File: config.mk
export PLATFORM = sky130hd
export DESIGN_NAME = proc_ctrl_fsm_flat
export DESIGN_NICKNAME = d
export VERILOG_FILES = /design/src/rtl/proc_ctrl_fsm_pkg.sv /design/src/rtl/proc_ctrl_fsm_if.sv /design/src/rtl/proc_ctrl_fsm_op_class.sv /design/src/rtl/proc_ctrl_fsm.sv /design/src/flat_wrapper.sv
export SDC_FILE = /design/constraint.sdc
export NUM_CORES = 1
export LEC_CHECK = 0
export CAP_MARGIN = 0
export CORE_ASPECT_RATIO = 1.2
export CORE_MARGIN = 4
export CORE_UTILIZATION = 40
export DETAILED_ROUTE_END_ITERATION = 10
export GPL_TIMING_DRIVEN = 0
export PLACE_DENSITY = 0.73
export RECOVER_POWER = 25
export SETUP_SLACK_MARGIN = 0.05
export SLEW_MARGIN = 20
export SYNTH_ARGS = -nofsm -noshare
export SYNTH_HDL_FRONTEND = slang
export SYNTH_HIERARCHICAL = 1
export SYNTH_SLANG_ARGS = --single-unit
File: constraint.sdc
create_clock -name clk -period 4.05 [get_ports clk]
set_input_delay 0.405 -clock clk [delete_from_list [all_inputs] [get_ports clk]]
set_output_delay 0.405 -clock clk [all_outputs]
set_load 0.02 [all_outputs]
File: src/rtl/proc_ctrl_fsm_pkg.sv
// Shared types and constants for the multi-cycle processor control unit.
package proc_ctrl_pkg;

   typedef enum logic [3:0] {
      ST_IDLE,
      ST_FETCH,
      ST_DECODE,
      ST_EXEC,
      ST_ADDR,
      ST_MEM_RD,
      ST_MEM_WR,
      ST_WB,
      ST_JMP,
      ST_HALT
   } state_e;

   typedef enum logic [2:0] {
      CLS_NOP,
      CLS_R,
      CLS_LOAD,
      CLS_STORE,
      CLS_JUMP,
      CLS_BEQ,
      CLS_HALT,
      CLS_ILLEGAL
   } op_class_e;

   localparam int unsigned OP_NOP   = 'h00;
   localparam int unsigned OP_R_LO  = 'h01;
   localparam int unsigned OP_R_HI  = 'h0F;
   localparam int unsigned OP_LOAD  = 'h10;
   localparam int unsigned OP_STORE = 'h11;
   localparam int unsigned OP_JUMP  = 'h12;
   localparam int unsigned OP_BEQ   = 'h13;
   localparam int unsigned OP_HALT  = 'h3F;

   localparam int unsigned SEL_MEM = 0;
   localparam int unsigned SEL_ALU = 1;
   localparam int unsigned SEL_PC  = 2;
   localparam int unsigned SEL_IMM = 3;

endpackage

File: src/rtl/proc_ctrl_fsm_if.sv
// Control-unit <-> datapath signal bundle; master is the control FSM.
interface proc_ctrl_fsm_if #(
   parameter int unsigned ISA_DPTH   = 64,
   parameter int unsigned MUX_SEL_SZ = 2,
   parameter int unsigned CNT_WIDTH  = 32
);
   localparam int unsigned OPW = $clog2(ISA_DPTH);

   logic [OPW-1:0]        i_opcd;
   logic                  i_mem_rdy;
   logic                  i_alu_zero;
   logic                  o_ir_e;
   logic                  o_pc_e;
   logic                  o_ld_pc;
   logic                  o_mem_we;
   logic                  o_mem_addr_sel;
   logic [MUX_SEL_SZ-1:0] o_mux_sel;
   logic                  o_reg_we;
   logic [OPW-1:0]        o_alu_op;
   logic                  o_illegal;
   logic                  o_halted;
   logic [CNT_WIDTH-1:0]  o_retired;

   modport master (
      input  i_opcd, i_mem_rdy, i_alu_zero,
      output o_ir_e, o_pc_e, o_ld_pc, o_mem_we, o_mem_addr_sel, o_mux_sel,
             o_reg_we, o_alu_op, o_illegal, o_halted, o_retired
   );

   modport slave (
      output i_opcd, i_mem_rdy, i_alu_zero,
      input  o_ir_e, o_pc_e, o_ld_pc, o_mem_we, o_mem_addr_sel, o_mux_sel,
             o_reg_we, o_alu_op, o_illegal, o_halted, o_retired
   );
endinterface

File: src/rtl/proc_ctrl_fsm_op_class.sv
// Combinational opcode-to-instruction-class decoder.
module proc_op_class
   import proc_ctrl_pkg::*;
#(
   parameter int unsigned OPW = 6
) (
   input  logic [OPW-1:0] i_opcd,
   output op_class_e      o_class
);

   always_comb begin
      o_class = CLS_ILLEGAL;
      if (i_opcd == OPW'(OP_NOP))
         o_class = CLS_NOP;
      else if (i_opcd >= OPW'(OP_R_LO) && i_opcd <= OPW'(OP_R_HI))
         o_class = CLS_R;
      else if (i_opcd == OPW'(OP_LOAD))
         o_class = CLS_LOAD;
      else if (i_opcd == OPW'(OP_STORE))
         o_class = CLS_STORE;
      else if (i_opcd == OPW'(OP_JUMP))
         o_class = CLS_JUMP;
      else if (i_opcd == OPW'(OP_BEQ))
         o_class = CLS_BEQ;
      else if (i_opcd == OPW'(OP_HALT))
         o_class = CLS_HALT;
   end

endmodule

File: src/rtl/proc_ctrl_fsm.sv
// Multi-cycle control FSM: sequences FETCH/DECODE/EXEC/MEM/WB and drives datapath strobes.
module proc_ctrl_fsm
   import proc_ctrl_pkg::*;
#(
   parameter int unsigned ISA_DPTH   = 64,
   parameter int unsigned MUX_SEL_SZ = 2,
   parameter int unsigned CNT_WIDTH  = 32
) (
   input logic             clk,
   input logic             rst_n,
   proc_ctrl_fsm_if.master io_ctrl
);
   localparam int unsigned OPW = $clog2(ISA_DPTH);

   state_e                r_state;
   state_e                w_next;
   logic [OPW-1:0]        r_opcd;
   logic [OPW-1:0]        w_cls_opcd;
   logic [CNT_WIDTH-1:0]  r_retired;
   op_class_e             w_cls;
   logic                  w_retire;
   logic                  w_ir_e;
   logic                  w_pc_e;
   logic                  w_ld_pc;
   logic                  w_mem_we;
   logic                  w_mem_addr_sel;
   logic [MUX_SEL_SZ-1:0] w_mux_sel;
   logic                  w_reg_we;
   logic                  w_illegal;
   logic                  w_halted;

   // One decoder serves both the live opcode in DECODE and the latched one afterwards.
   assign w_cls_opcd = (r_state == ST_DECODE) ? io_ctrl.i_opcd : r_opcd;

   proc_op_class #(.OPW(OPW)) u_op_class (
      .i_opcd  (w_cls_opcd),
      .o_class (w_cls)
   );

   always_ff @(posedge clk or negedge rst_n) begin
      if (!rst_n) begin
         r_state   <= ST_IDLE;
         r_opcd    <= '0;
         r_retired <= '0;
      end else begin
         r_state <= w_next;
         if (r_state == ST_DECODE)
            r_opcd <= io_ctrl.i_opcd;
         if (w_retire)
            r_retired <= r_retired + CNT_WIDTH'(1);
      end
   end

   always_comb begin
      w_next         = r_state;
      w_retire       = 1'b0;
      w_ir_e         = 1'b0;
      w_pc_e         = 1'b0;
      w_ld_pc        = 1'b0;
      w_mem_we       = 1'b0;
      w_mem_addr_sel = 1'b0;
      w_mux_sel      = MUX_SEL_SZ'(SEL_MEM);
      w_reg_we       = 1'b0;
      w_illegal      = 1'b0;
      w_halted       = 1'b0;
      unique case (r_state)
         ST_IDLE: w_next = ST_FETCH;
         ST_FETCH: begin
            w_ir_e = io_ctrl.i_mem_rdy;
            w_pc_e = io_ctrl.i_mem_rdy;
            if (io_ctrl.i_mem_rdy)
               w_next = ST_DECODE;
         end
         ST_DECODE: begin
            unique case (w_cls)
               CLS_NOP:              begin w_next = ST_FETCH; w_retire = 1'b1; end
               CLS_R, CLS_BEQ:       w_next = ST_EXEC;
               CLS_LOAD, CLS_STORE:  w_next = ST_ADDR;
               CLS_JUMP:             w_next = ST_JMP;
               CLS_HALT:             begin w_next = ST_HALT; w_retire = 1'b1; end
               default:              begin w_next = ST_FETCH; w_illegal = 1'b1; end
            endcase
         end
         ST_EXEC: begin
            if (w_cls == CLS_BEQ) begin
               w_ld_pc  = io_ctrl.i_alu_zero;
               w_next   = ST_FETCH;
               w_retire = 1'b1;
            end else begin
               w_next = ST_WB;
            end
         end
         ST_ADDR: w_next = (w_cls == CLS_LOAD) ? ST_MEM_RD : ST_MEM_WR;
         ST_MEM_RD: begin
            w_mem_addr_sel = 1'b1;
            if (io_ctrl.i_mem_rdy)
               w_next = ST_WB;
         end
         ST_MEM_WR: begin
            w_mem_addr_sel = 1'b1;
            w_mem_we       = io_ctrl.i_mem_rdy;
            if (io_ctrl.i_mem_rdy) begin
               w_next   = ST_FETCH;
               w_retire = 1'b1;
            end
         end
         ST_WB: begin
            w_reg_we  = 1'b1;
            w_mux_sel = (w_cls == CLS_LOAD) ? MUX_SEL_SZ'(SEL_MEM) : MUX_SEL_SZ'(SEL_ALU);
            w_next    = ST_FETCH;
            w_retire  = 1'b1;
         end
         ST_JMP: begin
            w_ld_pc   = 1'b1;
            w_mux_sel = MUX_SEL_SZ'(SEL_IMM);
            w_next    = ST_FETCH;
            w_retire  = 1'b1;
         end
         ST_HALT: w_halted = 1'b1;
         default: w_next = ST_IDLE;
      endcase
   end

   assign io_ctrl.o_ir_e         = w_ir_e;
   assign io_ctrl.o_pc_e         = w_pc_e;
   assign io_ctrl.o_ld_pc        = w_ld_pc;
   assign io_ctrl.o_mem_we       = w_mem_we;
   assign io_ctrl.o_mem_addr_sel = w_mem_addr_sel;
   assign io_ctrl.o_mux_sel      = w_mux_sel;
   assign io_ctrl.o_reg_we       = w_reg_we;
   assign io_ctrl.o_alu_op       = r_opcd;
   assign io_ctrl.o_illegal      = w_illegal;
   assign io_ctrl.o_halted       = w_halted;
   assign io_ctrl.o_retired      = r_retired;

endmodule

File: src/flat_wrapper.sv
// flat-port wrapper written by rule: the top's interface ports become plain ports
module proc_ctrl_fsm_flat import proc_ctrl_pkg::*;
#(
   parameter int unsigned ISA_DPTH   = 64,
   parameter int unsigned MUX_SEL_SZ = 2,
   parameter int unsigned CNT_WIDTH  = 32
)
  (clk, rst_n, io_ctrl_i_opcd, io_ctrl_i_mem_rdy, io_ctrl_i_alu_zero, io_ctrl_o_ir_e, io_ctrl_o_pc_e, io_ctrl_o_ld_pc, io_ctrl_o_mem_we, io_ctrl_o_mem_addr_sel, io_ctrl_o_mux_sel, io_ctrl_o_reg_we, io_ctrl_o_alu_op, io_ctrl_o_illegal, io_ctrl_o_halted, io_ctrl_o_retired);
  proc_ctrl_fsm_if #(.ISA_DPTH(ISA_DPTH), .MUX_SEL_SZ(MUX_SEL_SZ), .CNT_WIDTH(CNT_WIDTH)) io_ctrl_i ();
  input logic clk;
  input logic rst_n;
  input wire logic [$bits(io_ctrl_i.i_opcd)-1:0] io_ctrl_i_opcd;
  input wire logic [$bits(io_ctrl_i.i_mem_rdy)-1:0] io_ctrl_i_mem_rdy;
  input wire logic [$bits(io_ctrl_i.i_alu_zero)-1:0] io_ctrl_i_alu_zero;
  output wire logic [$bits(io_ctrl_i.o_ir_e)-1:0] io_ctrl_o_ir_e;
  output wire logic [$bits(io_ctrl_i.o_pc_e)-1:0] io_ctrl_o_pc_e;
  output wire logic [$bits(io_ctrl_i.o_ld_pc)-1:0] io_ctrl_o_ld_pc;
  output wire logic [$bits(io_ctrl_i.o_mem_we)-1:0] io_ctrl_o_mem_we;
  output wire logic [$bits(io_ctrl_i.o_mem_addr_sel)-1:0] io_ctrl_o_mem_addr_sel;
  output wire logic [$bits(io_ctrl_i.o_mux_sel)-1:0] io_ctrl_o_mux_sel;
  output wire logic [$bits(io_ctrl_i.o_reg_we)-1:0] io_ctrl_o_reg_we;
  output wire logic [$bits(io_ctrl_i.o_alu_op)-1:0] io_ctrl_o_alu_op;
  output wire logic [$bits(io_ctrl_i.o_illegal)-1:0] io_ctrl_o_illegal;
  output wire logic [$bits(io_ctrl_i.o_halted)-1:0] io_ctrl_o_halted;
  output wire logic [$bits(io_ctrl_i.o_retired)-1:0] io_ctrl_o_retired;
  assign io_ctrl_i.i_opcd = io_ctrl_i_opcd;
  assign io_ctrl_i.i_mem_rdy = io_ctrl_i_mem_rdy;
  assign io_ctrl_i.i_alu_zero = io_ctrl_i_alu_zero;
  assign io_ctrl_o_ir_e = io_ctrl_i.o_ir_e;
  assign io_ctrl_o_pc_e = io_ctrl_i.o_pc_e;
  assign io_ctrl_o_ld_pc = io_ctrl_i.o_ld_pc;
  assign io_ctrl_o_mem_we = io_ctrl_i.o_mem_we;
  assign io_ctrl_o_mem_addr_sel = io_ctrl_i.o_mem_addr_sel;
  assign io_ctrl_o_mux_sel = io_ctrl_i.o_mux_sel;
  assign io_ctrl_o_reg_we = io_ctrl_i.o_reg_we;
  assign io_ctrl_o_alu_op = io_ctrl_i.o_alu_op;
  assign io_ctrl_o_illegal = io_ctrl_i.o_illegal;
  assign io_ctrl_o_halted = io_ctrl_i.o_halted;
  assign io_ctrl_o_retired = io_ctrl_i.o_retired;
  proc_ctrl_fsm #(.ISA_DPTH(ISA_DPTH), .MUX_SEL_SZ(MUX_SEL_SZ), .CNT_WIDTH(CNT_WIDTH)) u_core (.clk(clk), .rst_n(rst_n), .io_ctrl(io_ctrl_i));
endmodule
==> results of run 1 <==
-- Yosys cell counts, types with 2 or more instances --
master    count  area [sq um]
mux2_2        7          78.8
nor3_2        6          60.1
a21oi_1       2          10.0
a21o_1        2          15.0
o31a_1        2          17.5
dfrtp_1      42          1050
nand4_1       9          56.3
xor2_1       15           131
and3_1        2          12.5
or3_1         4          25.0
nor2b_1       3          18.8
inv_1         8          30.0
and4_1        4          35.0
nand2b_1      6          37.5
nand2_1      14          52.6
o21ai_0       5          25.0
nand3_1      14          70.1
nor3_1        5          25.0
nor2_1       11          41.3
clkbuf_1      3          11.3
nand3b_1      2          15.0
a211oi_1      2          15.0
xnor2_1      17           149
o31ai_1       3          22.5
buf_2         3          15.0
-- cell type report --
type                       instances  area (sq um)
fill                             494          2540
multi-input combinational        162          1200
sequential                        42          1050
timing repair buffer              60           583
tap                               80           100
clock buffer                       6          82.6
buffer                             8          45.0
clock inverter                     1          30.0
inverter                           8          30.0
-- repair_timing --
item                                   4_1_cts  5_1_grt
endpoints found under the hold margin        0        0
setup endpoints to repair                    1        2
gates cloned                                 0        0
setup buffers                                0        2
pin swaps                                    1        1
-- metrics by stage --
step           area, sq um  power, mW  worst slack (ns)  utilization
2_1_floorplan         2330       1.07             0.925            -
3_3_place_gp          3000       1.33             0.385        0.529
3_5_place_dp          3020       1.35             0.353        0.533
4_1_cts               3140       1.68            0.0575        0.553
5_1_grt               3130       1.78             0.129        0.551
6_report              3130       1.67             0.271        0.551
-- worst max-delay path by stage --
| stage | start | end | slack, ns | cells after the start |
|---|---|---|---|---|
| floorplan | u_core/r_state[0] | u_core/io_ctrl.o_retired[1] | 0.92 | 9 |
| global placement | u_core/r_state[0] | io_ctrl_o_mux_sel[0] | 0.39 | 8 |
| detailed placement | u_core/r_state[0] | io_ctrl_o_mux_sel[0] | 0.35 | 8 |
| CTS | u_core/r_state[3] | io_ctrl_o_mux_sel[0] | 0.06 | 8 |
| global route | u_core/r_state[2] | io_ctrl_o_mux_sel[0] | 0.13 | 9 |
| finish | u_core/r_state[2] | io_ctrl_o_mux_sel[0] | 0.27 | 9 |
-- cells by family (layout without fill, tap and decap cells) --
group,after synthesis,in the layout
xor+xnor,32,32
compound gates,27,27
buf+inv,16,83
flops,42,42
mux,7,7
fa+ha+maj,1,1
simple gates,95,95
-- metal layers --
layer,track usage,wire length [um],up-vias
li1,-,-,920
met1,0.198,2260,923
met2,0.248,2540,53
met3,0.0327,226,7
met4,0.0534,59,0
met5,0,0,-
-- layout by cell type, fill, tap and decap left out, types with 4 or more instances in the layout --
cell	synthesis	final
clkdlybuf4s50_1	0	56
clkbuf_1	3	5
xnor2_1	17	17
mux2_2	7	7
nand3_1	14	14
inv_1	8	8
clkbuf_8	0	6
nor3_2	6	6
xor2_1	15	15
o21ai_0	5	5
or3_1	4	4
nor2_1	11	11
nand2b_1	6	6
nand2_1	14	14
nor3_1	5	5
dfrtp_1	42	42
nand4_1	9	9
and4_1	4	4
-- flip-flops by register name (all words and copies together) (netlist names) --
signal,flops
u_core/io_ctrl.o_alu_op,6
u_core/r_state,4
u_core/io_ctrl.o_retired,32
-- power breakdown --
part	internal [mW]	switching, mW
Clock	0.197	0.127
Combinational	0.358	0.420
Sequential	0.494	0.0700
-- critical path: cells and delay by family, from the launching register on --
kind | cells | cell delay, ns
buffers and inverters | 2 | 0.85
and+or+nand+nor | 4 | 0.95
muxes | 1 | 0.40
DFF | 1 | 0.43
AOI/OAI and AO/OA | 2 | 0.46
==> results.txt, run 1 <==
Fraction of the mapped netlist area in compound gates: 0.0924
Vias per cell: 5.19
Ant. Diodes: 0
Routed Antenna Nets: 0
MaxCap Viol Count: 0
Clock-pin slew on the worst setup and hold paths: 0.07 ns
GRT Total Usage: 0.152
CTS tree: done
Worst path max stage delay: 0.64 ns
Dpl hpwl: 3870 um
Site Rows: 30
Worst Path Max Fanout: 9
RSZ-0062 raised after global routing: false
Largest net degree at the start of global routing: 23
Relative slew slack: 0.204
Least-Margin Pin Slew: 1.19 ns
Post-synthesis mux area share: 0.0338
Crit path time final: 3.78 ns
Number of hold buffers added after cts: 0
Post-Synth Adder-Cell Area: 0.00537
Post-Layout Cell Count: 367
Hold slack: 0.294 ns
Top-Level Pins: 58
Post-synth ARST share: 1.00
Mapped cell area: 2330 sq um
Fin nets: 298
Placed cell count: 358
Layout cells sized above 1: 0.129
Full die area: 7110 sq um
Final Max Tran Viols: 0
DR iter-0 viols: 113
Critical path arrival: 3.37 ns
Total gr overflow: 0
Post-route DRC: 0
Initial Util: 0.411
Slowest cell on crit path: clkdlybuf4s50_1
Setup tns final: 0 ns
R2r endpoint: u_core/io_ctrl.o_retired[22]
Core ar.: 5670 sq um
Routed vias: 1903
Synthesis-to-finish area growth: 34.2%
HP Class: primary input to asynchronous set/reset pin
Routed wire length: 5090 um
Cells after synthesis: 220
R2R depth: 10
Synthesized Nets: 231
Fin. Hold Viols: 0
Critical-path cell list: nor4b_4 -> buf_4 -> mux2_2 -> or3b_1 -> a21o_1 -> nand2b_1 -> nor2_1 -> o21ai_0 -> clkdlybuf4s50_1
Ys flop type: dfrtp_1
Peak Freq: 265 MHz
CP Launch Type: register
Pwr/cell area: 533 nW/um^2
Seq/Total Area, Yosys: 0.451
Port bufs: 57
Root buf cell: clkbuf_8
Clock latency on the worst-skew pair: 0.28 ns
Max IR drop VDD: 0.000317 V
Post-synth EDFFs: 0
CTS resizes: 0
Die Wd: 77.7 um
TritonCTS buffer count: 5
Die Y: 91.6 um
Status: completed
Clock sinks: 42
Initial antenna violation count: 0
Synth Warn #: 6
Bufs on Longest Clock Path: 2
Crit Reg-Reg Startpoint: u_core/r_state[2]
Critical Path End Type: output port
Mean area per synthesized cell: 10.6 sq um
Fin crit share: 0.933
Vias in the first global route: 1871
Crit Path Class: register to output port
Routability cong.: 0.911
P_leak: 1.33 nW
Routed len/inst: 13.9 um
Synth cell types: 54
# setup viols final: 0
DRT Pass-1 Iters: 4
Simple-gate area share of the yosys netlist: 0.265
CTS HTree Levels: 2
Synth Area in XOR/XNOR: 0.120
Largest family of logic cells by synthesized area: simple AND/OR/NAND/NOR gates
Skew final: 0.00662 ns
Data required, critical path: 3.64 ns
Yosys reg bits: 42
Global-route wire length before repair: 8850 um
Setup slack, reg-to-reg: 0.76 ns
No activity file was read; power rests on OpenSTA's default activity.
==> inputs of run 2 (changes only) <==
--- a/config.mk
+++ b/config.mk
@@ -9,6 +9,7 @@
 export CORE_ASPECT_RATIO = 1.2
 export CORE_MARGIN = 4
 export CORE_UTILIZATION = 40
+export CTS_CLUSTER_SIZE = 25
 export DETAILED_ROUTE_END_ITERATION = 10
 export GPL_TIMING_DRIVEN = 0
 export PLACE_DENSITY = 0.73
==> results of run 2 <==
Same layout as run 1: the final DEF is identical, and so are final timing and power.
==> inputs of run 3 (changes only) <==
--- a/config.mk
+++ b/config.mk
@@ -18,5 +18,4 @@
 export SLEW_MARGIN = 20
 export SYNTH_ARGS = -nofsm -noshare
 export SYNTH_HDL_FRONTEND = slang
-export SYNTH_HIERARCHICAL = 1
 export SYNTH_SLANG_ARGS = --single-unit
==> run 3 against run 2 <==
- clock power shrank 16%
- sequential power rose by 2%
- routed wire length is 5.7% higher
- critical path depth is the same
==> results.txt, run 3 <==
Status: completed (unchanged)
CTS HTree Levels: 2 (unchanged)
R2r endpoint: u_core.io_ctrl.o_retired[29] (was u_core/io_ctrl.o_retired[22])
Largest net degree at the start of global routing: 23 (unchanged)
# setup viols final: 0 (unchanged)
Setup bufs post-CTS: 0 (unchanged)
Dpl hpwl: 4090 um (was 3870 um)
P_leak: 1.35 nW (was 1.33 nW)
Top-Level Pins: 58 (unchanged)
Clock latency on the worst-skew pair: 0.29 ns (was 0.28 ns)
Synth cell types: 46 (was 54)
Pwr/cell area: 510 nW/um^2 (was 533 nW/um^2)
Mapped cell area: 2340 sq um (was 2330 sq um)
Cells after synthesis: 243 (was 220)
Setup slack, reg-to-reg: 1.64 ns (was 0.76 ns)
Synth top area share: 0.448 (was 0.451)
Number of hold buffers added after cts: 0 (unchanged)
Count leader, synth: dfrtp_1 (unchanged)
DRT Pass-1 Iters: 4 (unchanged)
Routability cong.: 0.859 (was 0.911)
Share of power burned in the clock network: 0.172 (was 0.194)
Routed Antenna Nets: 0 (unchanged)
Data required, critical path: 3.64 ns (about the same)
Vias per cell: 5.12 (was 5.19)
Final Max Tran Viols: 0 (unchanged)
CTS tree: done (unchanged)
Fin nets: 318 (was 298)
MaxCap Viol Count: 0 (unchanged)
Die Y: 91.9 um (was 91.6 um)
Internal power: 0.959 mW (was 1.05 mW)
Synthesized Nets: 254 (was 231)
Ant. Diodes: 0 (unchanged)
Bufs on Longest Clock Path: 2 (unchanged)
Routed vias: 1985 (was 1903)
Site Rows: 30 (unchanged)
Dpl ws: 0.866 ns (was 0.353 ns)
HP Class: primary input to asynchronous set/reset pin (unchanged)
DR iter-0 viols: 47 (was 113)
Comb power frac: 0.463 (was 0.467)
Layout cells sized above 1: 0.0942 (was 0.129)
Full die area: 7160 sq um (was 7110 sq um)
R2R depth: 7 (was 10)
Ys flop type: dfrtp_1 (unchanged)
Initial Util: 0.414 (was 0.411)
Critical Path End Type: output port (unchanged)
TritonCTS buffer count: 5 (unchanged)
CTS resizes: 0 (unchanged)
Seq/Total Area, Yosys: 0.448 (was 0.451)
Initial antenna violation count: 0 (unchanged)
Net Sw Frac: 0.392 (was 0.370)
Peak Freq: 287 MHz (was 265 MHz)
Synth top cells by count: dfrtp_1, nand2_1, nor3_1 (was dfrtp_1, xnor2_1, xor2_1)
CP Launch Type: register (unchanged)
Net Switching: 0.619 mW (was 0.617 mW)
Worst setup endpoint: io_ctrl_o_illegal (was io_ctrl_o_mux_sel[0])
Skew final: 0.0106 ns (was 0.00662 ns)
Global-route wire length before repair: 9220 um (was 8850 um)
Fillers: 527 (was 494)
Synthesis-to-finish area growth: 32.0% (was 34.2%)
Leading area contributor after synthesis: dfrtp_1 (unchanged)
Synth Warn #: 0 (was 6)
Critical path arrival: 3.08 ns (was 3.37 ns)
Clock sinks: 42 (unchanged)
Setup WS post-layout: 0.564 ns (was 0.271 ns)
Worst Path Max Fanout: 10 (was 9)
Crit Path Class: register to output port (unchanged)
Routed len/inst: 13.9 um (about the same)
Most frequent cells in the layout: clkdlybuf4s50_1, dfrtp_1, nand2_1 (was clkdlybuf4s50_1, dfrtp_1, xnor2_1)
Max IR drop VDD: 0.000220 V (was 0.000317 V)
Core ar.: 5670 sq um (unchanged)
Vias in the first global route: 1935 (was 1871)
Crit Reg-Reg Startpoint: u_core.io_ctrl.o_alu_op[2] (was u_core/r_state[2])
Total gr overflow: 0 (unchanged)
Synth area leaders: dfrtp_1, xor2_1, xnor2_1 (was dfrtp_1, xnor2_1, xor2_1)
Least-Margin Pin Slew: 1.11 ns (was 1.19 ns)
Post-synth EDFFs: 0 (unchanged)
Post-synth ARST share: 1.00 (unchanged)
Sequential share of power: 0.365 (was 0.338)
Clock-pin slew on the worst setup and hold paths: 0.07 ns (about the same)
Setup tns final: 0 ns (unchanged)
Routed wire length: 5380 um (was 5090 um)
Relative slew slack: 0.259 (was 0.204)
Fin. Hold Viols: 0 (unchanged)
Die Wd: 77.9 um (was 77.7 um)
GRT Total Usage: 0.156 (was 0.152)
Worst setup startpoint: u_core.r_state[3] (was u_core/r_state[2])
Yosys reg bits: 42 (unchanged)
Post-route DRC: 0 (unchanged)
Root buf cell: clkbuf_8 (unchanged)
Commonest non-fill, non-tap cell in the layout: clkdlybuf4s50_1 (unchanged)
Port bufs: 56 (was 57)
RSZ-0062 raised after global routing: false (unchanged)
Fin crit share: 0.861 (was 0.933)
Number of flip-flops in the largest register: 32 (unchanged)
Mean area per synthesized cell: 9.65 sq um (was 10.6 sq um)
Crit path time final: 3.49 ns (was 3.78 ns)
[run 3: cell families (layout without fill, tap and decap cells)]
family / count (synthesis) / after routing / share of synthesized area
AO/OA/AOI/OAI: 29 / 29 / 0.0902
XOR/XNOR: 31 / 31 / 0.116
adder cells (fa/ha/maj): 1 / 1 / 0.00534
buffers and inverters: 23 / 88 / 0.0528
flip-flops: 42 / 42 / 0.448
multiplexers: 5 / 5 / 0.0224
AND/OR/NAND/NOR: 112 / 112 / 0.265
[run 3: layout make-up]
class	instances	area, sq um	area share
Multi-Input combinational cell	178	1170	0.378
Clock buffer	7	86.3	0.0279
Buffer	11	78.8	0.0255
Clock inverter	1	5.00	0.00162
Tap cell	80	100	0.0323
Inverter	12	45.0	0.0146
Sequential cell	42	1050	0.340
Timing Repair Buffer	57	558	0.180
[run 3: worst min path at each step]
stage	end	slack, ns	cells past startpoint	startpoint
6_report	u_core.io_ctrl.o_retired[3]	0.31	1	rst_n
2_1_floorplan	u_core.io_ctrl.o_alu_op[0]	0.11	0	rst_n
4_1_cts	u_core.io_ctrl.o_retired[6]	0.10	1	rst_n
5_1_grt	u_core.io_ctrl.o_alu_op[5]	0.39	3	io_ctrl_i_opcd[5]
3_5_place_dp	u_core.io_ctrl.o_retired[6]	0.41	1	rst_n
3_3_place_gp	u_core.io_ctrl.o_retired[31]	0.46	1	u_core.io_ctrl.o_retired[31]
[run 3: power groups by stage]
stage                     sequential, mW  combinational (mW)  clock, mW
final                              0.576               0.731      0.272
after floorplan                    0.640               0.399          0
after global routing               0.590               0.794      0.293
after detailed placement           0.584               0.739          0
after CTS                          0.576               0.740      0.280
after global placement             0.583               0.729          0
[run 3: critical path: stages (launching register included)]
cell and delay, ns:
dfrtp_1 0.39, buf_6 0.14, nor4b_1 0.44, buf_2 0.33
mux2_2 0.38, a31oi_1 0.14, a21o_1 0.16, nand2_1 0.07
nor2_1 0.12, clkdlybuf4s50_1 0.61
[run 3: per-stage QoR]
step | instance area, sq um | cells | hold WS, ns | util | power, mW
2_1_floorplan | 2340 | 243 | 0.109 | - | 1.04
3_3_place_gp | 3010 | 379 | 0.460 | 0.530 | 1.31
3_5_place_dp | 3030 | 380 | 0.409 | 0.534 | 1.32
4_1_cts | 3120 | 388 | 0.101 | 0.550 | 1.60
5_1_grt | 3090 | 388 | 0.391 | 0.546 | 1.68
6_report | 3090 | 388 | 0.310 | 0.546 | 1.58
[run 3: routing by layer]
| layer | global-route usage | share of wire | vias to the layer above |
|---|---|---|---|
| li1 | - | - | 982 |
| met4 | 0.0394 | 0.0078 | 0 |
| met2 | 0.258 | 0.48 | 45 |
| met5 | 0 | 0 | - |
| met3 | 0.0305 | 0.045 | 4 |
| met1 | 0.210 | 0.47 | 954 |
